--- src/rtl/tile_loop_pkg.sv ---
// tile_loop_pkg: shared types and phase-length helpers for the tile loop controller.
//   state_e    - controller FSM state encoding
//   wload_len  - cycles spent loading one ARR x ARR weight tile
//   drain_len  - cycles from end of feed until the last adder enable has fallen
//   wback_len  - cycles spent writing back one ARR-row result tile
package tile_loop_pkg;

    typedef enum logic [3:0] {
        StIdle,
        StCheck,
        StWload,
        StFeed,
        StDrain,
        StWback,
        StNext,
        StDoneHi,
        StDoneWait
    } state_e;

    function automatic int unsigned wload_len(int unsigned arr);
        return arr * arr;
    endfunction

    function automatic int unsigned drain_len(int unsigned arr, int unsigned pipe_lat);
        return arr + pipe_lat - 1;
    endfunction

    function automatic int unsigned wback_len(int unsigned arr);
        return arr;
    endfunction

endpackage

--- src/rtl/tile_idx_cnt.sv ---
// tile_idx_cnt: triple nested tile index counter, h innermost, then i, then j.
// Ports:
//   clk, rst          - clock, synchronous active-high reset
//   clear             - force all indices to 0
//   step              - advance to the next (h, i, j) tile
//   m_cnt/n_cnt/k_cnt - tile counts (must be non-zero while stepping)
//   i_idx/j_idx/h_idx - current indices
//   last              - current indices are the final tile of the job
module tile_idx_cnt #(
    parameter int unsigned DIM_W = 8
) (
    input  logic             clk,
    input  logic             rst,
    input  logic             clear,
    input  logic             step,
    input  logic [DIM_W-1:0] m_cnt,
    input  logic [DIM_W-1:0] n_cnt,
    input  logic [DIM_W-1:0] k_cnt,
    output logic [DIM_W-1:0] i_idx,
    output logic [DIM_W-1:0] j_idx,
    output logic [DIM_W-1:0] h_idx,
    output logic             last
);

    logic [DIM_W-1:0] i_q, j_q, h_q;
    logic             h_wrap, i_wrap, j_wrap;

    // Compare against count-1 rather than idx+1 == count so an all-ones count never overflows.
    assign h_wrap = (h_q == k_cnt - 1'b1);
    assign i_wrap = (i_q == m_cnt - 1'b1);
    assign j_wrap = (j_q == n_cnt - 1'b1);

    always_ff @(posedge clk) begin
        if (rst || clear) begin
            i_q <= '0;
            j_q <= '0;
            h_q <= '0;
        end else if (step) begin
            if (h_wrap) begin
                h_q <= '0;
                if (i_wrap) begin
                    i_q <= '0;
                    j_q <= j_wrap ? '0 : j_q + 1'b1;
                end else begin
                    i_q <= i_q + 1'b1;
                end
            end else begin
                h_q <= h_q + 1'b1;
            end
        end
    end

    assign i_idx = i_q;
    assign j_idx = j_q;
    assign h_idx = h_q;
    assign last  = h_wrap && i_wrap && j_wrap;

endmodule

--- src/rtl/tile_loop_ctrl.sv ---
// tile_loop_ctrl: sequences a tiled matrix job over an ARR x ARR systolic array.
// Per (i, j, h) tile: load weights, feed activations, drain the PE pipeline;
// after the last h of an (i, j) pair the result tile is written back.
// Ports:
//   clk, rst                  - clock, synchronous active-high reset
//   start                     - job request (level), ignored while a job runs
//   m_tiles/n_tiles/k_tiles   - tile counts, latched on an accepted start
//   err_found                 - external configuration error, sampled in CHECK
//   done, busy, err           - job complete, job active, sticky error
//   i_idx/j_idx/h_idx         - current tile indices
//   w_vld, w_row, wshift      - weight-row load strobe, row select, column shift
//   a_vld                     - activation feed strobe
//   pe_en, mul_en, adder_en   - per-column wavefront enables
//   o_vld, o_row              - result write strobe and row select
//   cyc_cnt                   - busy cycle counter, only with TILE_LOOP_CTRL_PERF_EN defined
// All strobes and enables are flops loaded from the next state, so they assert in
// the first cycle of their state.
module tile_loop_ctrl
    import tile_loop_pkg::*;
#(
    parameter int unsigned ARR      = 4,
    parameter int unsigned DIM_W    = 8,
    parameter int unsigned PIPE_LAT = 3
) (
    input  logic                    clk,
    input  logic                    rst,
    input  logic                    start,
    input  logic [DIM_W-1:0]        m_tiles,
    input  logic [DIM_W-1:0]        n_tiles,
    input  logic [DIM_W-1:0]        k_tiles,
    input  logic                    err_found,
    output logic                    done,
    output logic                    busy,
    output logic                    err,
    output logic [DIM_W-1:0]        i_idx,
    output logic [DIM_W-1:0]        j_idx,
    output logic [DIM_W-1:0]        h_idx,
    output logic                    w_vld,
    output logic [$clog2(ARR)-1:0]  w_row,
    output logic                    wshift,
    output logic                    a_vld,
    output logic [ARR-1:0]          pe_en,
    output logic [ARR-1:0]          mul_en,
    output logic [ARR-1:0]          adder_en,
    output logic                    o_vld,
    output logic [$clog2(ARR)-1:0]  o_row
`ifdef TILE_LOOP_CTRL_PERF_EN
    ,
    output logic [31:0]             cyc_cnt
`endif
);

    localparam int unsigned RW       = $clog2(ARR);
    localparam int unsigned WloadLen = wload_len(ARR);
    localparam int unsigned DrainLen = drain_len(ARR, PIPE_LAT);
    localparam int unsigned WbackLen = wback_len(ARR);
    localparam int unsigned CntW     = $clog2(WloadLen + DrainLen + 1);
    localparam int unsigned AddDly   = PIPE_LAT - 1;

    state_e            state_q, state_d;
    logic [CntW-1:0]   cnt_q, cnt_d;
    logic [RW-1:0]     row_q, row_d;
    logic [DIM_W-1:0]  m_q, n_q, k_q;
    logic              accept, cfg_bad, idx_clear, idx_step, idx_last, h_last, timed;
    logic              done_q, busy_q, err_q, w_vld_q, wshift_q, a_vld_q, o_vld_q;
    logic [RW-1:0]     w_row_q, o_row_q;
    logic [ARR-1:0]    pe_en_q, mul_en_q;

    tile_idx_cnt #(
        .DIM_W(DIM_W)
    ) u_idx (
        .clk  (clk),
        .rst  (rst),
        .clear(idx_clear),
        .step (idx_step),
        .m_cnt(m_q),
        .n_cnt(n_q),
        .k_cnt(k_q),
        .i_idx(i_idx),
        .j_idx(j_idx),
        .h_idx(h_idx),
        .last (idx_last)
    );

    assign h_last  = (h_idx == k_q - 1'b1);
    assign cfg_bad = err_found || (m_q == '0) || (n_q == '0) || (k_q == '0);

    always_comb begin
        state_d   = state_q;
        accept    = 1'b0;
        idx_clear = 1'b0;
        idx_step  = 1'b0;
        unique case (state_q)
            StIdle: begin
                if (start) begin
                    accept  = 1'b1;
                    state_d = StCheck;
                end
            end
            StCheck: begin
                idx_clear = !cfg_bad;
                state_d   = cfg_bad ? StDoneHi : StWload;
            end
            StWload: if (cnt_q == CntW'(WloadLen - 1)) state_d = StFeed;
            StFeed:  if (cnt_q == CntW'(ARR - 1))      state_d = StDrain;
            StDrain: if (cnt_q == CntW'(DrainLen - 1)) state_d = h_last ? StWback : StNext;
            StWback: if (cnt_q == CntW'(WbackLen - 1)) state_d = StNext;
            StNext: begin
                if (idx_last) begin
                    state_d = StDoneHi;
                end else begin
                    idx_step = 1'b1;
                    state_d  = StWload;
                end
            end
            StDoneHi:   state_d = StDoneWait;
            StDoneWait: if (!start) state_d = StIdle;
            default:    state_d = StIdle;
        endcase

        // Phase counters restart on every state entry; row_d tracks cnt_d mod ARR.
        timed = (state_d inside {StWload, StFeed, StDrain, StWback});
        if (!timed || (state_d != state_q)) begin
            cnt_d = '0;
            row_d = '0;
        end else begin
            cnt_d = cnt_q + 1'b1;
            row_d = (row_q == RW'(ARR - 1)) ? '0 : row_q + 1'b1;
        end
    end

    always_ff @(posedge clk) begin
        if (rst) begin
            state_q  <= StIdle;
            cnt_q    <= '0;
            row_q    <= '0;
            m_q      <= '0;
            n_q      <= '0;
            k_q      <= '0;
            done_q   <= 1'b0;
            busy_q   <= 1'b0;
            err_q    <= 1'b0;
            w_vld_q  <= 1'b0;
            w_row_q  <= '0;
            wshift_q <= 1'b0;
            a_vld_q  <= 1'b0;
            o_vld_q  <= 1'b0;
            o_row_q  <= '0;
            pe_en_q  <= '0;
            mul_en_q <= '0;
        end else begin
            state_q <= state_d;
            cnt_q   <= cnt_d;
            row_q   <= row_d;
            if (accept) begin
                m_q <= m_tiles;
                n_q <= n_tiles;
                k_q <= k_tiles;
            end
            if (accept) begin
                err_q <= 1'b0;
            end else if ((state_q == StCheck) && cfg_bad) begin
                err_q <= 1'b1;
            end
            done_q   <= (state_d inside {StDoneHi, StDoneWait});
            busy_q   <= !(state_d inside {StIdle, StDoneHi, StDoneWait});
            w_vld_q  <= (state_d == StWload);
            w_row_q  <= (state_d == StWload) ? row_d : '0;
            wshift_q <= (state_d == StWload) && (row_d == RW'(ARR - 1));
            a_vld_q  <= (state_d == StFeed);
            o_vld_q  <= (state_d == StWback);
            o_row_q  <= (state_d == StWback) ? row_d : '0;
            // Column c sees the feed window c cycles later: a diagonal wavefront.
            pe_en_q  <= {pe_en_q[ARR-2:0], (state_d == StFeed)};
            mul_en_q <= pe_en_q;
        end
    end

    generate
        if (AddDly == 0) begin : g_add_direct
            assign adder_en = pe_en_q;
        end else begin : g_add_dly
            logic [ARR-1:0] dly_q [AddDly];
            always_ff @(posedge clk) begin
                if (rst) begin
                    for (int unsigned s = 0; s < AddDly; s++) dly_q[s] <= '0;
                end else begin
                    dly_q[0] <= pe_en_q;
                    for (int unsigned s = 1; s < AddDly; s++) dly_q[s] <= dly_q[s-1];
                end
            end
            assign adder_en = dly_q[AddDly-1];
        end
    endgenerate

`ifdef TILE_LOOP_CTRL_PERF_EN
    logic [31:0] cyc_q;
    always_ff @(posedge clk) begin
        if (rst || accept) begin
            cyc_q <= '0;
        end else if (busy_q && (cyc_q != '1)) begin
            cyc_q <= cyc_q + 1'b1;
        end
    end
    assign cyc_cnt = cyc_q;
`endif

    assign done   = done_q;
    assign busy   = busy_q;
    assign err    = err_q;
    assign w_vld  = w_vld_q;
    assign w_row  = w_row_q;
    assign wshift = wshift_q;
    assign a_vld  = a_vld_q;
    assign pe_en  = pe_en_q;
    assign mul_en = mul_en_q;
    assign o_vld  = o_vld_q;
    assign o_row  = o_row_q;

endmodule

--- config.mk ---
export PLATFORM = sky130hd
export DESIGN_NAME = tile_loop_ctrl
export DESIGN_NICKNAME = d
export VERILOG_FILES = /design/src/rtl/tile_loop_pkg.sv /design/src/rtl/tile_idx_cnt.sv /design/src/rtl/tile_loop_ctrl.sv
export SDC_FILE = /design/constraint.sdc
export NUM_CORES = 1
export LEC_CHECK = 0
export CAP_MARGIN = 15
export CORE_UTILIZATION = 57
export CTS_CLUSTER_SIZE = 14
export DETAILED_ROUTE_END_ITERATION = 7
export MAX_ROUTING_LAYER = met4
export PLACE_DENSITY = 0.88
export SLEW_MARGIN = 20
export SYNTH_ARGS = -nofsm -noshare
export SYNTH_HDL_FRONTEND = slang
export SYNTH_SLANG_ARGS = --single-unit
--- constraint.sdc ---
create_clock -name clk -period 5.5 [get_ports clk]
set_input_delay 0.55 -clock clk [delete_from_list [all_inputs] [get_ports clk]]
set_output_delay 0.55 -clock clk [all_outputs]
set_load 0.005 [all_outputs]
==> metrics.log <==
[metrics] result of the run: finished, final reports clean
[metrics] post-route antenna net violation count: 0
[metrics] combined flip-flop and latch cell area: 1501 sq um
[metrics] setup clock skew after layout: 0.007292 ns
[metrics] fin util: 0.7271
[metrics] MaxCap Viol Count: 0
[metrics] Critical Setup Path Class: flop to flop
[metrics] clock tree buffer depth: 2
[metrics] number of antenna cells inserted: 0
[metrics] switching power: 0.0007213 W
[metrics] leakage component of the power: 1.801 nW
[metrics] part of the power in the clock network: 0.210
[metrics] clock insertion delay at the later pin of the skew report: 0.36 ns
[metrics] share of total power in sequential cells: 0.392
[metrics] overall die area: 7386 sq um
[metrics] count of input and output buffers: 74
[metrics] Remaining Overflow, GRT: 0
[metrics] number of iterations in the first detailed-routing pass: 4
[metrics] row cnt: 30
[metrics] CTS Hold Buffers Added: 0
[metrics] die width: 85.94 um
[metrics] class of the worst hold path: flop to flop
[metrics] Post CTS Setup Buffer Count: 0
[metrics] mean instance size in the synthesized netlist: 8.367 sq um
[metrics] Final Power: 0.001846 W
[metrics] number of global-route vias before repair: 3356
[metrics] library cell used as clock root buffer: sky130_fd_sc_hd__clkbuf_8
[metrics] Worst Hold Slack: 0.4870 ns
[metrics] peak clock frequency supported by timing: 295.3 MHz
[metrics] violation count after the first detailed-routing iteration: 209
[metrics] net count after synthesis: 521
[metrics] top library cells by usage in the layout, fill and taps aside: 75 x sky130_fd_sc_hd__dfxtp_1, 74 x sky130_fd_sc_hd__clkdlybuf4s50_1, 66 x sky130_fd_sc_hd__nand2_1
[metrics] Yosys top cell area share: 0.3738
[metrics] post-detailed-route via-to-cell ratio: 5.757
[metrics] CTS tree: done
[metrics] count of H-tree levels built during CTS: 3
[metrics] pins over their slew limit: 0
[metrics] crit share post-route: 0.6157
[metrics] Sw Ratio: 0.3907
[metrics] routed length per placed instance: 14.64 um
[metrics] setup violation total in the final timing report: 0
[metrics] internal cell power: 0.001125 W
[metrics] fraction of registers with async set or reset after synthesis: 0
[metrics] share of post-route cells with drive strength above 1: 0.07523
[metrics] number of ports placed on the die boundary: 75
[metrics] maximum number of pins on one net before global-route repair: 40
[metrics] distinct cell type count after synthesis: 64
[metrics] total wire length: 9387 um
[metrics] mapped cell area: 4016 sq um
[metrics] number of nets in the layout: 582
[metrics] transition time at the pin with the least slew margin: 0.8604 ns
[metrics] aggregate global-route resource usage: 0.2743
[metrics] Die Span Y: 85.94 um
[metrics] count of synthesis-stage warnings from yosys: 0
[metrics] cells taking the most area after synthesis: sky130_fd_sc_hd__dfxtp_1 37%, sky130_fd_sc_hd__nand2_1 6.2%, sky130_fd_sc_hd__a21oi_1 5.6%
[metrics] sum of negative setup slack: 0 ns
[metrics] half-perimeter wire length after placement: 6807 um
[metrics] setup repair after global routing missed its margin: no
[metrics] Clk pin slew, worst setup/hold paths: 0.08 ns
[metrics] synthesis-stage register bit count: 75
[metrics] number of remaining DRC errors: 0
[metrics] ratio of total power to cell area: 373.8 nW/um^2
[metrics] area of the multi-input gates: 2315 sq um
[metrics] critical path startpoint category: flop
[metrics] remaining max-slew budget at the tightest pin: 0.4253
[metrics] number of buffers inserted during clock tree synthesis: 9
[metrics] library cell occupying the most area in the post-synthesis netlist: sky130_fd_sc_hd__dfxtp_1
[metrics] global placement routability congestion: 0.9488
[metrics] Max FO, Critical Path: 11
[metrics] signal arrival time at the worst endpoint: 3.65 ns
[metrics] Post-synth EDFFs: 0
[metrics] Resize count post-CTS: 0
[metrics] starting utilization of the core area: 0.5912
[metrics] Vias: 3690
[metrics] number of failing hold endpoints at the final stage: 0
[metrics] Worst setup EP type: flop
[metrics] area of the core: 6794 sq um
[metrics] FILL cells: 522
[metrics] most frequent standard cell in the layout excluding fill and tap cells: sky130_fd_sc_hd__dfxtp_1
[metrics] maximum vdd drop: 0.2594 mV
[metrics] CTS sink cnt: 75
[metrics] wire length of the first global-routing pass: 15690 um
[metrics] number of instances in the synthesized netlist: 480
[metrics] endpoint required time on the critical path: 5.76 ns
[metrics] synth-to-layout area growth: 22.99%
[metrics] Min Clock Period, post-route: 3.386 ns
[metrics] antenna violations before repair: 0
[metrics] most common flop cell mapped by yosys: sky130_fd_sc_hd__dfxtp_1
[metrics] combinational share of power: 0.398
[metrics] register area share after synthesis: 0.3738
==> final timing paths <==
path                from     end  slack (ns)  cells after the start
setup reg to reg  k_q[0]  wshift        2.11                      7
hold / removal    n_q[7]  n_q[7]        0.49                      2
setup / recovery  k_q[0]  wshift        2.11                      7
hold reg to reg   n_q[7]  n_q[7]        0.49                      2
==> layout make-up <==
type,count,share of cell area
multi-input combinational,360,0.4686
sequential,75,0.3040
timing repair buffer,77,0.1545
clock buffer,9,0.02508
tap,96,0.02432
inverter,18,0.01368
clock inverter,6,0.009878
==> worst max-delay path: stages, from the launching register on <==
cell and delay, ns:
sky130_fd_sc_hd__dfxtp_1 0.36, sky130_fd_sc_hd__or4_4 0.55, sky130_fd_sc_hd__or4_1 0.50, sky130_fd_sc_hd__nor3b_2 0.20, sky130_fd_sc_hd__a211oi_1 0.40, sky130_fd_sc_hd__o21ai_0 0.22
sky130_fd_sc_hd__a2111oi_2 0.78, sky130_fd_sc_hd__nor4b_1 0.29
==> cells in the mapped netlist (3+ instances only) <==
master / count
sky130_fd_sc_hd__and2_1: 6
sky130_fd_sc_hd__nor4_1: 8
sky130_fd_sc_hd__nand3_1: 13
sky130_fd_sc_hd__buf_4: 7
sky130_fd_sc_hd__xnor2_1: 13
sky130_fd_sc_hd__nand2b_1: 7
sky130_fd_sc_hd__nand2_1: 66
sky130_fd_sc_hd__o21ai_0: 13
sky130_fd_sc_hd__ha_1: 13
sky130_fd_sc_hd__xor2_1: 19
sky130_fd_sc_hd__or4_1: 5
sky130_fd_sc_hd__clkbuf_1: 17
sky130_fd_sc_hd__inv_1: 18
sky130_fd_sc_hd__a211oi_1: 4
sky130_fd_sc_hd__a21oi_1: 45
sky130_fd_sc_hd__nor3_1: 12
sky130_fd_sc_hd__nor2_1: 24
sky130_fd_sc_hd__o211ai_1: 5
sky130_fd_sc_hd__dfxtp_1: 75
sky130_fd_sc_hd__or4_4: 3
sky130_fd_sc_hd__or3_1: 6
sky130_fd_sc_hd__nand4_1: 10
sky130_fd_sc_hd__nand3b_1: 3
sky130_fd_sc_hd__nor2b_1: 13
sky130_fd_sc_hd__o31ai_1: 8
sky130_fd_sc_hd__and3_1: 7
sky130_fd_sc_hd__mux2i_1: 6
sky130_fd_sc_hd__or2_2: 6
sky130_fd_sc_hd__nor4b_1: 4
sky130_fd_sc_hd__a31oi_1: 3
==> per-layer routing <==
layer	global-route usage	part of all wire	vias to the layer above
li1	-	-	1817
met1	0.3445	0.44	1720
met2	0.4408	0.47	139
met3	0.06449	0.074	14
met4	0.07727	0.015	0
met5	-	0	-
==> power groups by stage <==
stage               Sequential (W)  Clock [W]  Combinational [W]
detailed placement        0.000733          0           0.000721
floorplan                 0.000690          0           0.000583
global placement          0.000730          0           0.000700
global route              0.000739   0.000414           0.000811
CTS                       0.000722   0.000392           0.000728
finish                    0.000724   0.000388           0.000735
==> kinds of logic (layout without fill, tap and decap cells) <==
family                   count (synthesis)  after routing  synth area share
AND/OR/NAND/NOR                        207            207            0.2776
AO/OA/AOI/OAI                          101            101            0.1667
flip-flops                              75             75            0.3738
XOR/XNOR                                33             33           0.07539
multiplexers                             6              6           0.01495
buffers and inverters                   45            110           0.05109
adder cells (fa/ha/maj)                 13             13           0.04050
==> metrics by stage <==
| step | cell area, sq um | setup slack, ns | instances |
|---|---|---|---|
| after global routing | 4940 | 1.861 | 641 |
| after CTS | 4935 | 2.046 | 641 |
| after floorplan | 4016 | 2.549 | 480 |
| after global placement | 4762 | 2.204 | 626 |
| after detailed placement | 4762 | 2.030 | 626 |
| final | 4940 | 2.114 | 641 |
==> flip-flops by register name, summed over array words and instances (netlist names), 4 cells and up <==
name,flops
u_idx.j_idx,8
k_q,8
cnt_q,5
m_q,8
u_idx.h_idx,8
n_q,8
u_idx.i_idx,8
state_q,4
Note: power is estimated with default switching activity, not from simulation.
